[config.mk]
export PLATFORM = sky130hd
export DESIGN_NAME = branch_predictor
export DESIGN_NICKNAME = d
export VERILOG_FILES = /design/src/rtl/bp_pkg.sv /design/src/rtl/bp_btb.sv /design/src/rtl/branch_predictor.sv
export SDC_FILE = /design/constraint.sdc
export NUM_CORES = 2
export LEC_CHECK = 0
export CAP_MARGIN = 20
export CORE_UTILIZATION = 50
export DETAILED_ROUTE_END_ITERATION = 10
export PLACE_DENSITY_LB_ADDON = 0.05
export SYNTH_ARGS = -nofsm -noshare
export SYNTH_HDL_FRONTEND = slang
export SYNTH_HIERARCHICAL = 1
export SYNTH_SLANG_ARGS = --single-unit
[constraint.sdc]
create_clock -name clk -period 7.65 [get_ports clk]
set_input_delay 0.765 -clock clk [delete_from_list [all_inputs] [get_ports clk]]
set_output_delay 0.765 -clock clk [all_outputs]
set_load 0.005 [all_outputs]
[src/rtl/bp_pkg.sv]
// Shared types and counter helpers for the fetch-stage branch predictor.
// Build option BP_GSHARE_EN (see branch_predictor) does not affect this package.
package bp_pkg;

   typedef enum logic [1:0] {
      SNT = 2'b00,
      WNT = 2'b01,
      WT  = 2'b10,
      ST  = 2'b11
   } bht_ctr_t;

   localparam bht_ctr_t BHT_RESET = WNT;

   // Tag field sized for the smallest BTB; narrower tags are zero-extended.
   localparam int TAG_MAX = 30;

   typedef struct packed {
      logic               valid;
      logic               isJump;
      logic [TAG_MAX-1:0] tag;
      logic [31:0]        target;
   } btb_entry_t;

   function automatic bht_ctr_t sat_inc(input bht_ctr_t c);
      case (c)
         SNT:     return WNT;
         WNT:     return WT;
         WT:      return ST;
         default: return ST;
      endcase
   endfunction

   function automatic bht_ctr_t sat_dec(input bht_ctr_t c);
      case (c)
         ST:      return WT;
         WT:      return WNT;
         WNT:     return SNT;
         default: return SNT;
      endcase
   endfunction

endpackage

[src/rtl/bp_btb.sv]
// Direct-mapped branch target buffer: combinational lookup, synchronous write,
// synchronous clear of valid bits only (tag/target storage is never reset).
module bp_btb
   import bp_pkg::*;
#(
   parameter int ENTRIES = 16
) (
   input  logic        clk,
   input  logic        reset_n,
   input  logic [31:0] rd_pc,
   output logic        rd_hit,
   output logic        rd_is_jump,
   output logic [31:0] rd_target,
   input  logic        wr_en,
   input  logic [31:0] wr_pc,
   input  logic        wr_is_jump,
   input  logic [31:0] wr_target
);

   localparam int BW = $clog2(ENTRIES);

   btb_entry_t         mem [ENTRIES];
   btb_entry_t         rd_entry;
   logic [BW-1:0]      rd_idx;
   logic [BW-1:0]      wr_idx;
   logic [TAG_MAX-1:0] rd_tag;
   logic [TAG_MAX-1:0] wr_tag;
   logic               unused_low_bits;

   assign rd_idx = rd_pc[BW+1:2];
   assign wr_idx = wr_pc[BW+1:2];
   assign rd_tag = TAG_MAX'(rd_pc[31:BW+2]);
   assign wr_tag = TAG_MAX'(wr_pc[31:BW+2]);
   assign unused_low_bits = ^{rd_pc[1:0], wr_pc[1:0]};

   assign rd_entry   = mem[rd_idx];
   assign rd_hit     = rd_entry.valid && (rd_entry.tag == rd_tag);
   assign rd_is_jump = rd_entry.isJump;
   assign rd_target  = rd_entry.target;

   // Reset clears valid bits only; a write overwrites whatever occupies the slot.
   always_ff @(posedge clk) begin
      if (!reset_n) begin
         for (int i = 0; i < ENTRIES; i++) begin
            mem[i].valid <= 1'b0;
         end
      end else if (wr_en) begin
         mem[wr_idx] <= '{valid: 1'b1, isJump: wr_is_jump, tag: wr_tag, target: wr_target};
      end
   end

endmodule

[src/rtl/branch_predictor.sv]
// Fetch-stage bimodal branch predictor (BHT + BTB) with EX-stage mispredict detection and stats.
// Define BP_GSHARE_EN to XOR a global history register into the BHT index.
module branch_predictor
   import bp_pkg::*;
#(
   parameter int BHT_ENTRIES = 64,
   parameter int BTB_ENTRIES = 16,
   parameter int GHR_BITS    = 6
) (
   input  logic                           clk,
   input  logic                           reset_n,
   input  logic [31:0]                    PCF,
   output logic                           predTakenF,
   output logic [31:0]                    predTargetF,
   output logic [$clog2(BHT_ENTRIES)-1:0] predIdxF,
   input  logic                           branchE,
   input  logic                           jumpE,
   input  logic                           branchTakenE,
   input  logic [31:0]                    PCE,
   input  logic [31:0]                    PCPlus4E,
   input  logic [31:0]                    PCTargetE,
   input  logic                           predTakenE,
   input  logic [31:0]                    predTargetE,
   input  logic [$clog2(BHT_ENTRIES)-1:0] predIdxE,
   output logic                           mispredictE,
   output logic [31:0]                    redirectPCE,
   output logic [31:0]                    statBranches,
   output logic [31:0]                    statMispred
);

   localparam int IW = $clog2(BHT_ENTRIES);

   bht_ctr_t      bht [BHT_ENTRIES];
   bht_ctr_t      bht_rd;
   logic [IW-1:0] pc_idx;
   logic          resolve;
   logic          taken;
   logic          cond_branch;
   logic          btb_hit;
   logic          btb_is_jump;
   logic [31:0]   btb_target;

   assign pc_idx = PCF[IW+1:2];

`ifdef BP_GSHARE_EN
   logic [GHR_BITS-1:0] ghr;

   assign predIdxF = pc_idx ^ IW'(ghr);

   // History shifts on conditional branches only; jumps leave it alone.
   always_ff @(posedge clk) begin
      if (!reset_n) begin
         ghr <= '0;
      end else if (cond_branch) begin
         ghr <= {ghr[GHR_BITS-2:0], branchTakenE};
      end
   end
`else
   assign predIdxF = pc_idx;
`endif

   // jumpE overrides a simultaneous branchE, so the BHT only sees true conditional branches.
   assign resolve     = branchE | jumpE;
   assign taken       = jumpE | branchTakenE;
   assign cond_branch = branchE & ~jumpE;

   bp_btb #(
      .ENTRIES (BTB_ENTRIES)
   ) u_btb (
      .clk        (clk),
      .reset_n    (reset_n),
      .rd_pc      (PCF),
      .rd_hit     (btb_hit),
      .rd_is_jump (btb_is_jump),
      .rd_target  (btb_target),
      .wr_en      (resolve & taken),
      .wr_pc      (PCE),
      .wr_is_jump (jumpE),
      .wr_target  (PCTargetE)
   );

   assign bht_rd      = bht[predIdxF];
   assign predTakenF  = btb_hit && (btb_is_jump || bht_rd[1]);
   assign predTargetF = predTakenF ? btb_target : (PCF + 32'd4);

   assign mispredictE = resolve && ((taken != predTakenE) || (taken && (predTargetE != PCTargetE)));
   assign redirectPCE = resolve ? (taken ? PCTargetE : PCPlus4E) : 32'd0;

   // Training uses the index piped from fetch, never one recomputed in EX.
   always_ff @(posedge clk) begin
      if (!reset_n) begin
         for (int i = 0; i < BHT_ENTRIES; i++) begin
            bht[i] <= BHT_RESET;
         end
      end else if (cond_branch) begin
         bht[predIdxE] <= branchTakenE ? sat_inc(bht[predIdxE]) : sat_dec(bht[predIdxE]);
      end
   end

   // Wrapping resolve and mispredict counters.
   always_ff @(posedge clk) begin
      if (!reset_n) begin
         statBranches <= 32'd0;
         statMispred  <= 32'd0;
      end else begin
         if (resolve) begin
            statBranches <= statBranches + 32'd1;
         end
         if (mispredictE) begin
            statMispred <= statMispred + 32'd1;
         end
      end
   end

endmodule

# Yosys cells after proc, flatten, opt, wreduce, memory -nomap -nowiden
# Memories as Yosys holds them, arrays and structs flattened.
# Cells that the tools add are included.
word_totals:
  ff_bits: 64
  ram_bits: 1088
  in_bits: 172
  word_cells: 50
  memories: 2
mem_list:
  columns: ["name", "depth", "word_bits", "rd", "rd_ports_with_merged_regs", "wr", "line", "text"]
  rows:
  - ["u_btb.mem", 16, 60, 1, 0, 16, "bp_btb.sv:22", "btb_entry_t mem [ENTRIES];"]
  - ["bht", 64, 2, 2, 0, 64, "branch_predictor.sv:33", "bht_ctr_t bht [BHT_ENTRIES];"]
op_classes:
  addsub: 3
  eq_ne: 6
  n_mux: 23
  n_bitwise: 5
  n_reduce_logical: 9
ops:
  columns: ["cell", "count"]
  rows:
  - ["two-way mux 32 bit", 3]
  - ["adder 32 x 1 -> 32 bit, second input constant", 2]
  - ["two-way mux 60 bit", 1]
  - ["OR reduction 60 bit", 1]
  - ["adder 32 x 3 -> 32 bit, second input constant", 1]
  - ["!= test 32 bit", 1]
  - ["== test 30 x 26 -> 1 bit", 1]
  - ["two-way mux 2 bit", 7]
  - ["two-way mux 1 bit", 8]
  - ["case mux 2 bit (2 select lines)", 2]
  - ["two-way mux 6 bit", 1]
  - ["== test 2 bit, second input constant", 2]
  - ["logical AND 1 bit", 4]
  - ["two-way mux 4 bit", 1]
  - ["bitwise AND 1 bit", 2]
  - ["== test 2 x 1 -> 1 bit, second input constant", 1]
  - ["logical NOT 2 bit", 1]
  - ["logical OR 1 bit", 2]
  - ["bitwise OR 1 bit", 2]
  - ["OR reduction 2 bit", 1]
  - ["!= test 1 bit", 1]
  - ["NOT 1 bit", 1]

# Depth between registers and ports, before layout
depth:
  word_depth: 7
  mapped_depth: 16

# Hierarchy
# Netlist, hierarchy kept.
modules_own_cells:
  columns: ["module", "n_inst", "cells_per_inst", "area_each_um2"]
  rows:
  - ["bp_btb", 1, 1532, 36749.0]
  - ["branch_predictor", 1, 1290, 11971.5]

# Worst setup path before layout
# Ideal clock, no wire load.
synth_timing:
  path_type: "input port to flip-flop"
  startpoint: "input branchE"
  endpoint: "memory u_btb/mem[0][0] (netlist bit), enable pin"
  arrival_time_ns: 5.761
  setup_slack_ns: 1.337
  path_stages: 6
  path_buffers: 1
  path_cell_list: "nor2_1 -> clkbuf_1 -> nor2_1 -> nand2_1 -> or3_1 -> nor3_1"
synth_lines:
  columns: ["item", "line", "text"]
  rows:
  - ["start, declared", "branch_predictor.sv:16", "input logic branchE,"]
  - ["end, declared", "bp_btb.sv:22", null]

# Worst setup path after layout
layout_timing:
  startpoint: "input PCF[2]"
  endpoint: "output predTargetF[13]"
layout_via:
  elab_chain_len: 5
  word_cells_on_any_way: 8
  classes_between: "add/sub (1); eq/ne (1); mux (1); reduce/logical (3); memory (2)"
layout_lines:
  columns: ["item", "line", "text"]
  rows:
  - ["start, declared", "branch_predictor.sv:12", "input logic [31:0] PCF,"]
  - ["memory read (16 x 60 bit) *", null, null]
  - ["== test 30 x 26 -> 1 bit", "bp_btb.sv:37", "assign rd_hit = rd_entry.valid && (rd_entry.tag == rd_tag);"]
  - ["logical AND 1 bit *", "bp_btb.sv:37", null]
  - ["net btb_hit", "branch_predictor.sv:39", "logic btb_hit;"]
  - ["logical AND 1 bit *", "branch_predictor.sv:83", "assign predTakenF = btb_hit && (btb_is_jump || bht_rd[1]);"]
  - ["two-way mux 32 bit *", "branch_predictor.sv:84", "assign predTargetF = predTakenF ? btb_target : (PCF + 32'd4);"]
  - ["end, declared", "branch_predictor.sv:14", "output logic [31:0] predTargetF,"]
# The timed path passes the listed nets; every way through them passes the cells marked *.

==> results_dict.tcl <==
set metrics [dict create \
    grt-ovfl-total 0 \
    drcViolationCount 0 \
    synth_edf_count 1072 \
    syn_area_per_cell_um2 17.3 \
    cts_setup_buffers 0 \
    top_level_ports 308 \
    power_frac_clock 0.415 \
    pwr-share-seq 0.511 \
    num_rows 114 \
    cts-htree-levels 3 \
    die_y_um 314 \
    clock_latency_ps 690 \
    clock-skew-final_ps 21.0 \
    setup_viol 0 \
    crit_type "primary input to output pin" \
    drv_slew 0 \
    die_area_um2 98700 \
    cts-root-buf "clkbuf_16" \
    post-route-period-util 0.872 \
    p_leak_nw 18.3 \
    setup_tns_ps 0 \
    rsz0062_at_grt "no" \
    wl_per_cell_um 28.3 \
    first_pass_iters 6 \
    cts_sinks 1152 \
    power_density_nw_per_um2 240 \
    syn_to_final_growth_pct 17.1 \
    p_comb_frac 0.074 \
    switching_share 0.216 \
    end_kind "output pin" \
    worstMarginPinSlew_ps 1120 \
    nFillCells 7214 \
    fmax_ghz 0.150 \
    yosys_warnings 6 \
    drive_above_1_share 0.188 \
    hold_buffers 0 \
    yosysMostFrequentCell "edfxtp_1" \
    ys.flop_type "edfxtp_1" \
    crit_path_start_kind "primary input" \
    netlist_area_um2 48700 \
    finalHoldViolCount 0 \
    cts.repair.resized 0 \
    num-nets-final 3303 \
    drtIter0Drc 2622 \
    route.vias.total 27800 \
    status "finished clean" \
    cts.path.max_buffers 3 \
    antenna_found_initial 6 \
    grt_max_degree 109 \
    critPathMaxFanout 75 \
    grt_usage 0.260 \
    synth_area_leader_cell "edfxtp_1" \
    ys_top_cells_by_area "edfxtp_1 66%, mux4_2 14%, dfxtp_1 3.3%" \
    min_path_type "flop to flop" \
    fin_ws_ps 980 \
    ys_async_sr_fraction 0 \
    grt_pass1_wl_um 188000 \
    netlist.area_leader.share 0.661 \
    routed_wl_um 127000 \
    start_util 0.505 \
    dp_slack_ps 886 \
    internal_power_mw 10.7 \
    routabilityCongestion 0.838 \
    required_ps 6880 \
    viasPerCell 6.17 \
    arrival_ps 5910 \
    cts_made_buffers 114 \
    synth.net_count 2997 \
    cts_tree "built" \
    die_w_um 314 \
    ys_top_cells_by_count "1,072 x edfxtp_1, 298 x mux4_2, 197 x nand2_1, 139 x nor2_1, 111 x a21oi_1" \
    finalCriticalPeriod_ps 6670 \
    switching_power_mw 2.96 \
    synthCells 2822 \
    ir_drop_mv 0.218 \
    port_buffers 305 \
    yosysSeqAreaShare 0.694 \
    grt_pass1_vias 28400 \
    hpwl_um 75100 \
    path_clk_slew_ps 60 \
    ant_nets 0 \
    core-area_um2 96600 \
    ys_types 79 \
    relSlewSlack 0.252 \
    synth_seq_cells 1152 \
    drv_cap 0 \
]
[cell usage in the layout, fill, tap and decap left out, types with 17 or more instances in the layout]
cell type and count:
o21ai_0 87, buf_4 58, nand3_1 53, mux4_2 298
clkinv_1 21, o21bai_1 17, o211ai_1 31, and3_1 20
xor2_1 85, a21boi_0 18, edfxtp_1 1072, nand2_1 197
a211oi_1 37, inv_1 18, xnor2_1 37, clkbuf_1 23
dfxtp_1 80, mux2i_1 84, clkdlybuf4s50_1 298, clkinv_2 25
nand2b_1 25, clkbuf_16 117, nor2_1 125, nand4_1 27
a21oi_1 111
[cells by family after synthesis]
group,Yosys count,synth area share
flops,1152,0.694
buf+inv,202,0.0195
compound gates,384,0.0511
xor+xnor,122,0.0219
mux,398,0.159
simple gates,561,0.0544
fa+ha+maj,3,0.000771
[through the flow]
step | power [mW] | hold slack, ps | util | cells | instance area [µm²]
CTS | 13.8 | 451 | 0.591 | 4502 | 57000
global placement | 8.13 | 430 | 0.551 | 4286 | 53200
floorplan | 7.69 | 421 | - | 2822 | 48700
detailed placement | 8.15 | 437 | 0.551 | 4287 | 53200
finish | 13.7 | 448 | 0.591 | 4504 | 57100
global route | 14.1 | 466 | 0.591 | 4503 | 57100
[area by class of cell]
| cell class | count | area [µm²] | share of cell area |
|---|---|---|---|
| Multi-Input combinational cell | 1468 | 14100 | 0.247 |
| Timing Repair Buffer | 371 | 3650 | 0.0640 |
| Tap cell | 1276 | 1600 | 0.0280 |
| Antenna cell | 1 | 2.50 | 0.0000439 |
| Sequential cell | 1152 | 33800 | 0.592 |
| Inverter | 21 | 80.1 | 0.00140 |
| Clock inverter | 73 | 774 | 0.0136 |
| Clock buffer | 142 | 3040 | 0.0533 |
[layer usage]
metal | wire [µm] | up-vias | GRT usage
met1 | 53400 | 14600 | 0.367
met2 | 63300 | 1115 | 0.430
met3 | 8370 | 201 | 0.0428
met4 | 2320 | 8 | 0.0561
li1 | - | 11900 | -
met5 | 57 | - | 0
[power by group through the flow]
stage	Sequential, mW	Combinational [mW]	Clock, mW
final	7.01	1.01	5.69
after global routing	7.01	1.08	6.01
after CTS	7.01	1.02	5.78
after detailed placement	7.14	1.01	0
after global placement	7.13	0.998	0
after floorplan	7.13	0.557	0
[worst paths after layout]
check	startpoint	endpoint	slack, ps	cells past startpoint
setup / recovery	PCF[2]	predTargetF[13]	980	14
hold / removal	u_btb/mem[4][59]$_SDFF_PP1_	u_btb/mem[4][59]$_SDFF_PP1_	450	1
setup reg to reg	bht[55][1]$_SDFFCE_PN0P_	bht[63][0]$_SDFFCE_PN1P_	3880	8
hold reg to reg	u_btb/mem[4][59]$_SDFF_PP1_	u_btb/mem[4][59]$_SDFF_PP1_	450	1
[flip-flops by register name, summed over array words and instances (netlist names)]
| signal | flops |
|---|---|
| bht | 128 |
| statBranches | 32 |
| u_btb/mem | 960 |
| statMispred | 32 |
[critical path: stages]
cell	delay (ps)
buf_8	610
buf_4	480
buf_4	280
mux4_2	520
mux2i_1	140
mux2i_1	110
xor2_1	180
nor2_1	280
nand4_1	200
nor4_2	550
o311ai_4	410
buf_4	380
a21oi_1	320
clkdlybuf4s50_1	570
Power figures use the tool's default switching activity.
